### src/rtl/bip_loader_ctrl.sv
// bip_loader_ctrl: host-side sequencer for the BIP core. Packs UART bytes
// into program memory words, releases the CPU until HALT or watchdog, and
// streams data memory back out over the UART transmitter.
//
// state    | meaning
// ---------+-----------------------------------------------------------
// IDLE     | waiting for a command byte (0x01 LOAD, 0x02 RUN, 0x03 DUMP)
// LD_NLO   | LOAD: receive word count, low byte
// LD_NHI   | LOAD: receive word count, high byte
// LD_LO    | LOAD: receive data word, low byte
// LD_HI    | LOAD: receive data word, high byte
// LD_WR    | LOAD: one-cycle program memory write
// LD_ACK   | LOAD: transmit 0x55
// RUN      | CPU out of reset, watching for HALT or watchdog expiry
// RUN_ACK  | transmit 0xAA (HALT) or 0xEE (watchdog)
// DP_NLO   | DUMP: receive word count, low byte
// DP_NHI   | DUMP: receive word count, high byte
// DP_RD    | DUMP: one-cycle data memory read strobe
// DP_WAIT  | DUMP: capture read data (1-cycle memory latency)
// DP_TXL   | DUMP: transmit bits [7:0] of the captured word
// DP_TXH   | DUMP: transmit bits [15:8] of the captured word
module bip_loader_ctrl #(
    parameter int         DATA_LENGTH = 16,
    parameter int         ADDR_LENGTH = 11,
    parameter logic [4:0] HALT_OPCODE = 5'b00000,
    parameter int         WDOG_BITS   = 20
) (
    input  logic                   clk,
    input  logic                   reset,
    input  logic [7:0]             rx_data,
    input  logic                   rx_done,
    output logic [7:0]             tx_data,
    output logic                   tx_start,
    input  logic                   tx_done,
    input  logic [DATA_LENGTH-1:0] instr_from_pm,
    input  logic [DATA_LENGTH-1:0] data_from_dm,
    output logic                   WrPM,
    output logic                   WrDM,
    output logic                   RdDM,
    output logic [DATA_LENGTH-1:0] dataFromInterface,
    output logic [ADDR_LENGTH-1:0] addrFromInterface,
    output logic                   reset_bip,
    output logic [3:0]             state_dbg
);

    typedef enum logic [3:0] {
        S_IDLE    = 4'd0,
        S_LD_NLO  = 4'd1,
        S_LD_NHI  = 4'd2,
        S_LD_LO   = 4'd3,
        S_LD_HI   = 4'd4,
        S_LD_WR   = 4'd5,
        S_LD_ACK  = 4'd6,
        S_RUN     = 4'd7,
        S_RUN_ACK = 4'd8,
        S_DP_NLO  = 4'd9,
        S_DP_NHI  = 4'd10,
        S_DP_RD   = 4'd11,
        S_DP_WAIT = 4'd12,
        S_DP_TXL  = 4'd13,
        S_DP_TXH  = 4'd14
    } state_t;

    localparam logic [7:0] CMD_LOAD = 8'h01;
    localparam logic [7:0] CMD_RUN  = 8'h02;
    localparam logic [7:0] CMD_DUMP = 8'h03;
    localparam logic [7:0] ACK_LOAD = 8'h55;
    localparam logic [7:0] ACK_HALT = 8'hAA;
    localparam logic [7:0] ACK_WDOG = 8'hEE;

    state_t                 state;
    state_t                 state_nxt;
    logic [15:0]            cnt;
    logic [ADDR_LENGTH-1:0] addr;
    logic [DATA_LENGTH-1:0] word;
    logic [WDOG_BITS-1:0]   wdog;
    logic [WDOG_BITS-1:0]   wdog_inc;
    logic                   halt_seen;
    logic                   wdog_tc;
    logic                   cnt_last;
    logic                   n_zero;
    logic                   tx_load;
    logic [7:0]             tx_byte_nxt;
    logic                   instr_unused;

    // Watchdog holds RUN-cycle-minus-one, so a nonzero value means the
    // CPU has had at least one cycle to leave reset before HALT is trusted.
    assign wdog_inc     = wdog + WDOG_BITS'(1);
    assign wdog_tc      = &wdog_inc;
    assign halt_seen    = (wdog != '0) && (instr_from_pm[DATA_LENGTH-1 -: 5] == HALT_OPCODE);
    assign cnt_last     = (cnt == 16'd1);
    assign n_zero       = ({rx_data, cnt[7:0]} == 16'd0);
    assign instr_unused = ^instr_from_pm[DATA_LENGTH-6:0];

    assign WrDM              = 1'b0;
    assign addrFromInterface = addr;
    assign state_dbg         = state;

    // State register
    always_ff @(posedge clk or negedge reset) begin
        if (!reset) begin
            state <= S_IDLE;
        end else begin
            state <= state_nxt;
        end
    end

    // Next-state decode
    always_comb begin
        state_nxt = state;
        case (state)
            S_IDLE: begin
                if (rx_done) begin
                    case (rx_data)
                        CMD_LOAD: state_nxt = S_LD_NLO;
                        CMD_RUN:  state_nxt = S_RUN;
                        CMD_DUMP: state_nxt = S_DP_NLO;
                        default:  state_nxt = S_IDLE;
                    endcase
                end
            end
            S_LD_NLO:  if (rx_done) state_nxt = S_LD_NHI;
            S_LD_NHI:  if (rx_done) state_nxt = n_zero ? S_LD_ACK : S_LD_LO;
            S_LD_LO:   if (rx_done) state_nxt = S_LD_HI;
            S_LD_HI:   if (rx_done) state_nxt = S_LD_WR;
            S_LD_WR:   state_nxt = cnt_last ? S_LD_ACK : S_LD_LO;
            S_LD_ACK:  if (tx_done) state_nxt = S_IDLE;
            S_RUN:     if (halt_seen || wdog_tc) state_nxt = S_RUN_ACK;
            S_RUN_ACK: if (tx_done) state_nxt = S_IDLE;
            S_DP_NLO:  if (rx_done) state_nxt = S_DP_NHI;
            S_DP_NHI:  if (rx_done) state_nxt = n_zero ? S_IDLE : S_DP_RD;
            S_DP_RD:   state_nxt = S_DP_WAIT;
            S_DP_WAIT: state_nxt = S_DP_TXL;
            S_DP_TXL:  if (tx_done) state_nxt = S_DP_TXH;
            S_DP_TXH:  if (tx_done) state_nxt = cnt_last ? S_IDLE : S_DP_RD;
            default:   state_nxt = S_IDLE;
        endcase
    end

    // Byte to launch when a transmit state is entered; the DP_TXL byte is
    // taken straight from the memory bus since word captures it on the same edge.
    always_comb begin
        tx_load     = 1'b0;
        tx_byte_nxt = tx_data;
        if (state_nxt != state) begin
            case (state_nxt)
                S_LD_ACK: begin
                    tx_load     = 1'b1;
                    tx_byte_nxt = ACK_LOAD;
                end
                S_RUN_ACK: begin
                    tx_load     = 1'b1;
                    tx_byte_nxt = halt_seen ? ACK_HALT : ACK_WDOG;
                end
                S_DP_TXL: begin
                    tx_load     = 1'b1;
                    tx_byte_nxt = data_from_dm[7:0];
                end
                S_DP_TXH: begin
                    tx_load     = 1'b1;
                    tx_byte_nxt = word[15:8];
                end
                default: begin
                    tx_load     = 1'b0;
                    tx_byte_nxt = tx_data;
                end
            endcase
        end
    end

    // Count, address, word assembly and watchdog
    always_ff @(posedge clk or negedge reset) begin
        if (!reset) begin
            cnt               <= '0;
            addr              <= '0;
            word              <= '0;
            wdog              <= '0;
            dataFromInterface <= '0;
        end else begin
            case (state)
                S_IDLE: begin
                    if (rx_done && (rx_data == CMD_LOAD || rx_data == CMD_DUMP)) begin
                        addr <= '0;
                    end
                end
                S_LD_NLO, S_DP_NLO: if (rx_done) cnt[7:0] <= rx_data;
                S_LD_NHI, S_DP_NHI: if (rx_done) cnt[15:8] <= rx_data;
                S_LD_LO:            if (rx_done) word[7:0] <= rx_data;
                S_LD_HI: begin
                    if (rx_done) begin
                        dataFromInterface <= DATA_LENGTH'({rx_data, word[7:0]});
                    end
                end
                S_LD_WR: begin
                    cnt  <= cnt - 16'd1;
                    addr <= addr + ADDR_LENGTH'(1);
                end
                S_DP_WAIT: begin
                    word <= data_from_dm;
                    addr <= addr + ADDR_LENGTH'(1);
                end
                S_DP_TXH: if (tx_done) cnt <= cnt - 16'd1;
                default: ;
            endcase

            if (state != S_RUN && state_nxt == S_RUN) begin
                wdog <= '0;
            end else if (state == S_RUN) begin
                wdog <= wdog_inc;
            end
        end
    end

    // Registered strobes, transmit launch and CPU reset
    always_ff @(posedge clk or negedge reset) begin
        if (!reset) begin
            WrPM      <= 1'b0;
            RdDM      <= 1'b0;
            tx_start  <= 1'b0;
            tx_data   <= 8'h00;
            reset_bip <= 1'b1;
        end else begin
            WrPM      <= (state_nxt == S_LD_WR);
            RdDM      <= (state_nxt == S_DP_RD);
            tx_start  <= tx_load;
            if (tx_load) begin
                tx_data <= tx_byte_nxt;
            end
            reset_bip <= (state != S_RUN);
        end
    end

endmodule

### config.mk
export PLATFORM = sky130hd
export DESIGN_NAME = bip_loader_ctrl
export DESIGN_NICKNAME = d
export VERILOG_FILES = /design/src/rtl/bip_loader_ctrl.sv
export SDC_FILE = /design/constraint.sdc
export NUM_CORES = 1
export LEC_CHECK = 0
export ABC_AREA = 0
export ABC_CLOCK_PERIOD_IN_PS = 8650
export CELL_PAD_IN_SITES_DETAIL_PLACEMENT = 1
export CELL_PAD_IN_SITES_GLOBAL_PLACEMENT = 2
export CORE_MARGIN = 2
export CORE_UTILIZATION = 35
export CTS_CLUSTER_SIZE = 10
export DETAILED_ROUTE_END_ITERATION = 10
export GPL_TIMING_DRIVEN = 0
export PLACE_DENSITY_LB_ADDON = 0.1
export SLEW_MARGIN = 40
export SYNTH_ARGS = -nofsm -noshare
export SYNTH_HDL_FRONTEND = slang
export SYNTH_SLANG_ARGS = --single-unit
export TNS_END_PERCENT = 50
### constraint.sdc
create_clock -name clk -period 8.65 [get_ports clk]
set_input_delay 2.595 -clock clk [delete_from_list [all_inputs] [get_ports clk]]
set_output_delay 2.595 -clock clk [all_outputs]
set_load 0.05 [all_outputs]
==> qor.csv <==
metric,value,unit
gr-total-overflow,0,
grt_start_max_net_pins,50,
ys_warn_count,0,
gp_congestion,0.871,
vdd_drop_max,0.188,mV
cp-start-kind,input pin,
core,15800,sq um
netlist_area,5650,sq um
hold_viol_final,0,
fin_util,44.2,%
stdcell_area,7000,sq um
crit_type,in2reg,
max_slew_margin,52.9,%
grt_pass1_vias,5588,
grt_first_pass_wirelength,30.2,mm
powerDensity,377,nW/um^2
fp-row-count,46,
cts_buffers,9,
cp_cell_sequence,clkdlybuf4s50_1 -> nor4_1 -> nand3_1 -> o2111ai_1 -> nand4_1 -> and3_1 -> clkbuf_1 -> nor2_1 -> nand2_1 -> a32oi_1,
hold_path.startpoint,dataFromInterface[13]$_DFFE_PN0P_,
rsz0062_at_grt,false,
status,"complete, no violations",
drv_cap,0,
area_growth,23.8,%
synth_cell_types,72,
root_buffer,clkbuf_16,
synth_cells,667,
post-cts-setup-buffers,0,
end_kind,flip-flop,
fin_crit,5.77,ns
leakage,2.86,nW
drive_gt1_share,7.02,%
worstMarginPinSlew,0.700,ns
ys_seq_area_share,42.1,%
postRouteAntennaNets,0,
clk_latency,0.36,ns
die_h,131,um
slowest_delay,0.71,ns
finalSetupViolCount,0,
synth.avg_cell_area,8.47,sq um
cts_buffer_depth,2,
antenna_found_initial,0,
cts_hold_buf,0,
fmax,173,MHz
crit_arrival,6.04,ns
grt_usage,22.8,%
place_area,6680,sq um
dp_worst_setup_slack,2.51,ns
hp-class,reg2reg,
path_clk_slew,0.07,ns
layout_setup_ws,2.88,ns
cts_resized,0,
min_path_cells,2,
die-area,17200,sq um
critPathRequiredTime,8.92,ns
tritoncts,yes,
ff2ff_setup_slack,5.05,ns
nets,801,
syn-num-nets,717,
slowest_stage,nor4_1,
num_vias,5425,
ios,88,
drtIter0Drc,210,
reg2reg_from,cnt[0]$_DFFE_PN0P_,
route.detailed.drc,0,
tns,0,ns
die_w,131,um
synth-async-reset-ratio,100,%
r2r_cells,11,
synth_edf_count,0,
drt_pass1_iterations,5,
finalClockSkew,0.00867,ns
port_buffers,72,
layout_common_cells,"dfrtp_1 (94), nand2_1 (91), clkdlybuf4s50_1 (71)",
antenna_cells,0,
routed_wl,18.5,mm
dpl.hpwl,13.5,mm
wire_per_inst,19.1,um
hold_path_end,dataFromInterface[13]$_DFFE_PN0P_,
critPathMaxFanout,9,
vias_per_cell,5.59,
slew_violations,0,
htreeDepth,3,
synthFlopType,dfrtp_1,
start_util,35.7,%
mostFrequentLayoutCell,dfrtp_1,
cts.sinks,95,
synth_seq_cells,95,
finalCritPeriodShare,66.7,%
r2r-end,tx_data[6]$_DFFE_PN0P_,
-- through the flow --
stage / cells / power [mW] / hold slack (ns)
2_1_floorplan: 667 / 1.74 / 0.439
3_3_place_gp: 955 / 2.15 / 0.452
3_5_place_dp: 956 / 2.20 / 0.461
4_1_cts: 971 / 2.66 / 0.480
5_1_grt: 971 / 2.84 / 0.500
6_report: 971 / 2.64 / 0.476
-- registers in the layout, indices dropped and copies added (netlist names), 4 cells and up --
register and cells:
dataFromInterface 16, tx_data 8, state_dbg 4, addrFromInterface 11, word 16, wdog 20, cnt 16
-- where the power goes --
part	switching (mW)	total [mW]	internal [mW]
registers	0.179	0.829	0.650
clock network	0.189	0.443	0.255
logic	0.903	1.37	0.465
-- routing by layer --
layer	GRT usage [%]	vias up	wire length, um
li1	-	2573	-
met1	31.1	2729	8770
met2	37.4	103	8900
met3	2.80	20	521
met4	8.14	0	327
met5	0	-	0
-- worst max-delay path by stage --
stage | start | endpoint | slack [ns] | cells after the start
detailed placement | rx_data[2] | tx_data[4]$_DFFE_PN0P_ | 2.51 | 10
global placement | reset | addrFromInterface[8]$_DFFE_PN0P_ | 1.19 | 1
global route | rx_data[2] | tx_data[6]$_DFFE_PN0P_ | 2.59 | 10
floorplan | rx_data[3] | tx_data[0]$_DFFE_PN0P_ | 4.04 | 9
finish | rx_data[2] | tx_data[6]$_DFFE_PN0P_ | 2.88 | 10
CTS | rx_data[2] | tx_data[4]$_DFFE_PN0P_ | 2.89 | 10
-- worst max-delay path: cells and delay by family --
| kind | cells | cell delay, ns |
|---|---|---|
| AOI/OAI and AO/OA | 2 | 0.55 |
| buffers and inverters | 2 | 0.83 |
| and+or+nand+nor | 6 | 2.06 |
-- cell type report --
| cell class | instances | area, sq um |
|---|---|---|
| sequential | 95 | 2380 |
| fill | 1884 | 8830 |
| clock inverter | 6 | 93.8 |
| clock buffer | 9 | 225 |
| multi-input combinational | 510 | 3020 |
| tap | 216 | 270 |
| buffer | 44 | 195 |
| timing repair buffer | 73 | 753 |
| inverter | 18 | 67.6 |
-- cells by family (layout without fill, tap and decap cells) --
kind of cell | Yosys count | after routing | synth area share (%)
buffers and inverters | 62 | 150 | 4.65
DFF | 95 | 95 | 42.1
and+or+nand+nor | 291 | 291 | 26.6
adders and majority gates | 6 | 6 | 1.33
AOI/OAI and AO/OA | 183 | 183 | 20.2
muxes | 17 | 17 | 3.19
xor gates and xnor gates | 12 | 12 | 1.86
other | 1 | 1 | 0.0664
-- synth_stat cells (all sizes together) (4+ instances only) --
cell	number	area [sq um]
inv	17	63.8
o31ai	4	30.0
and2	8	50.1
o22ai	9	70.1
nor2b	9	56.3
nor3b	7	52.6
mux2	8	90.1
a22o	5	43.8
nand2	91	342
ha	6	75.1
and3	13	81.3
xnor2	5	43.8
nor3	11	60.1
a31oi	13	81.3
clkbuf	33	124
a32oi	6	52.6
dfrtp	94	2350
nand3	23	120
nand4	17	121
a22oi	7	52.6
nor2	63	239
o211ai	6	45.0
nor4	10	75.1
or4	4	37.5
a21oi	37	185
xor2	7	61.3
buf	11	71.3
mux2i	9	90.1
o21ai	70	350
nand2b	11	68.8
No activity file was read; power rests on OpenSTA's default activity.
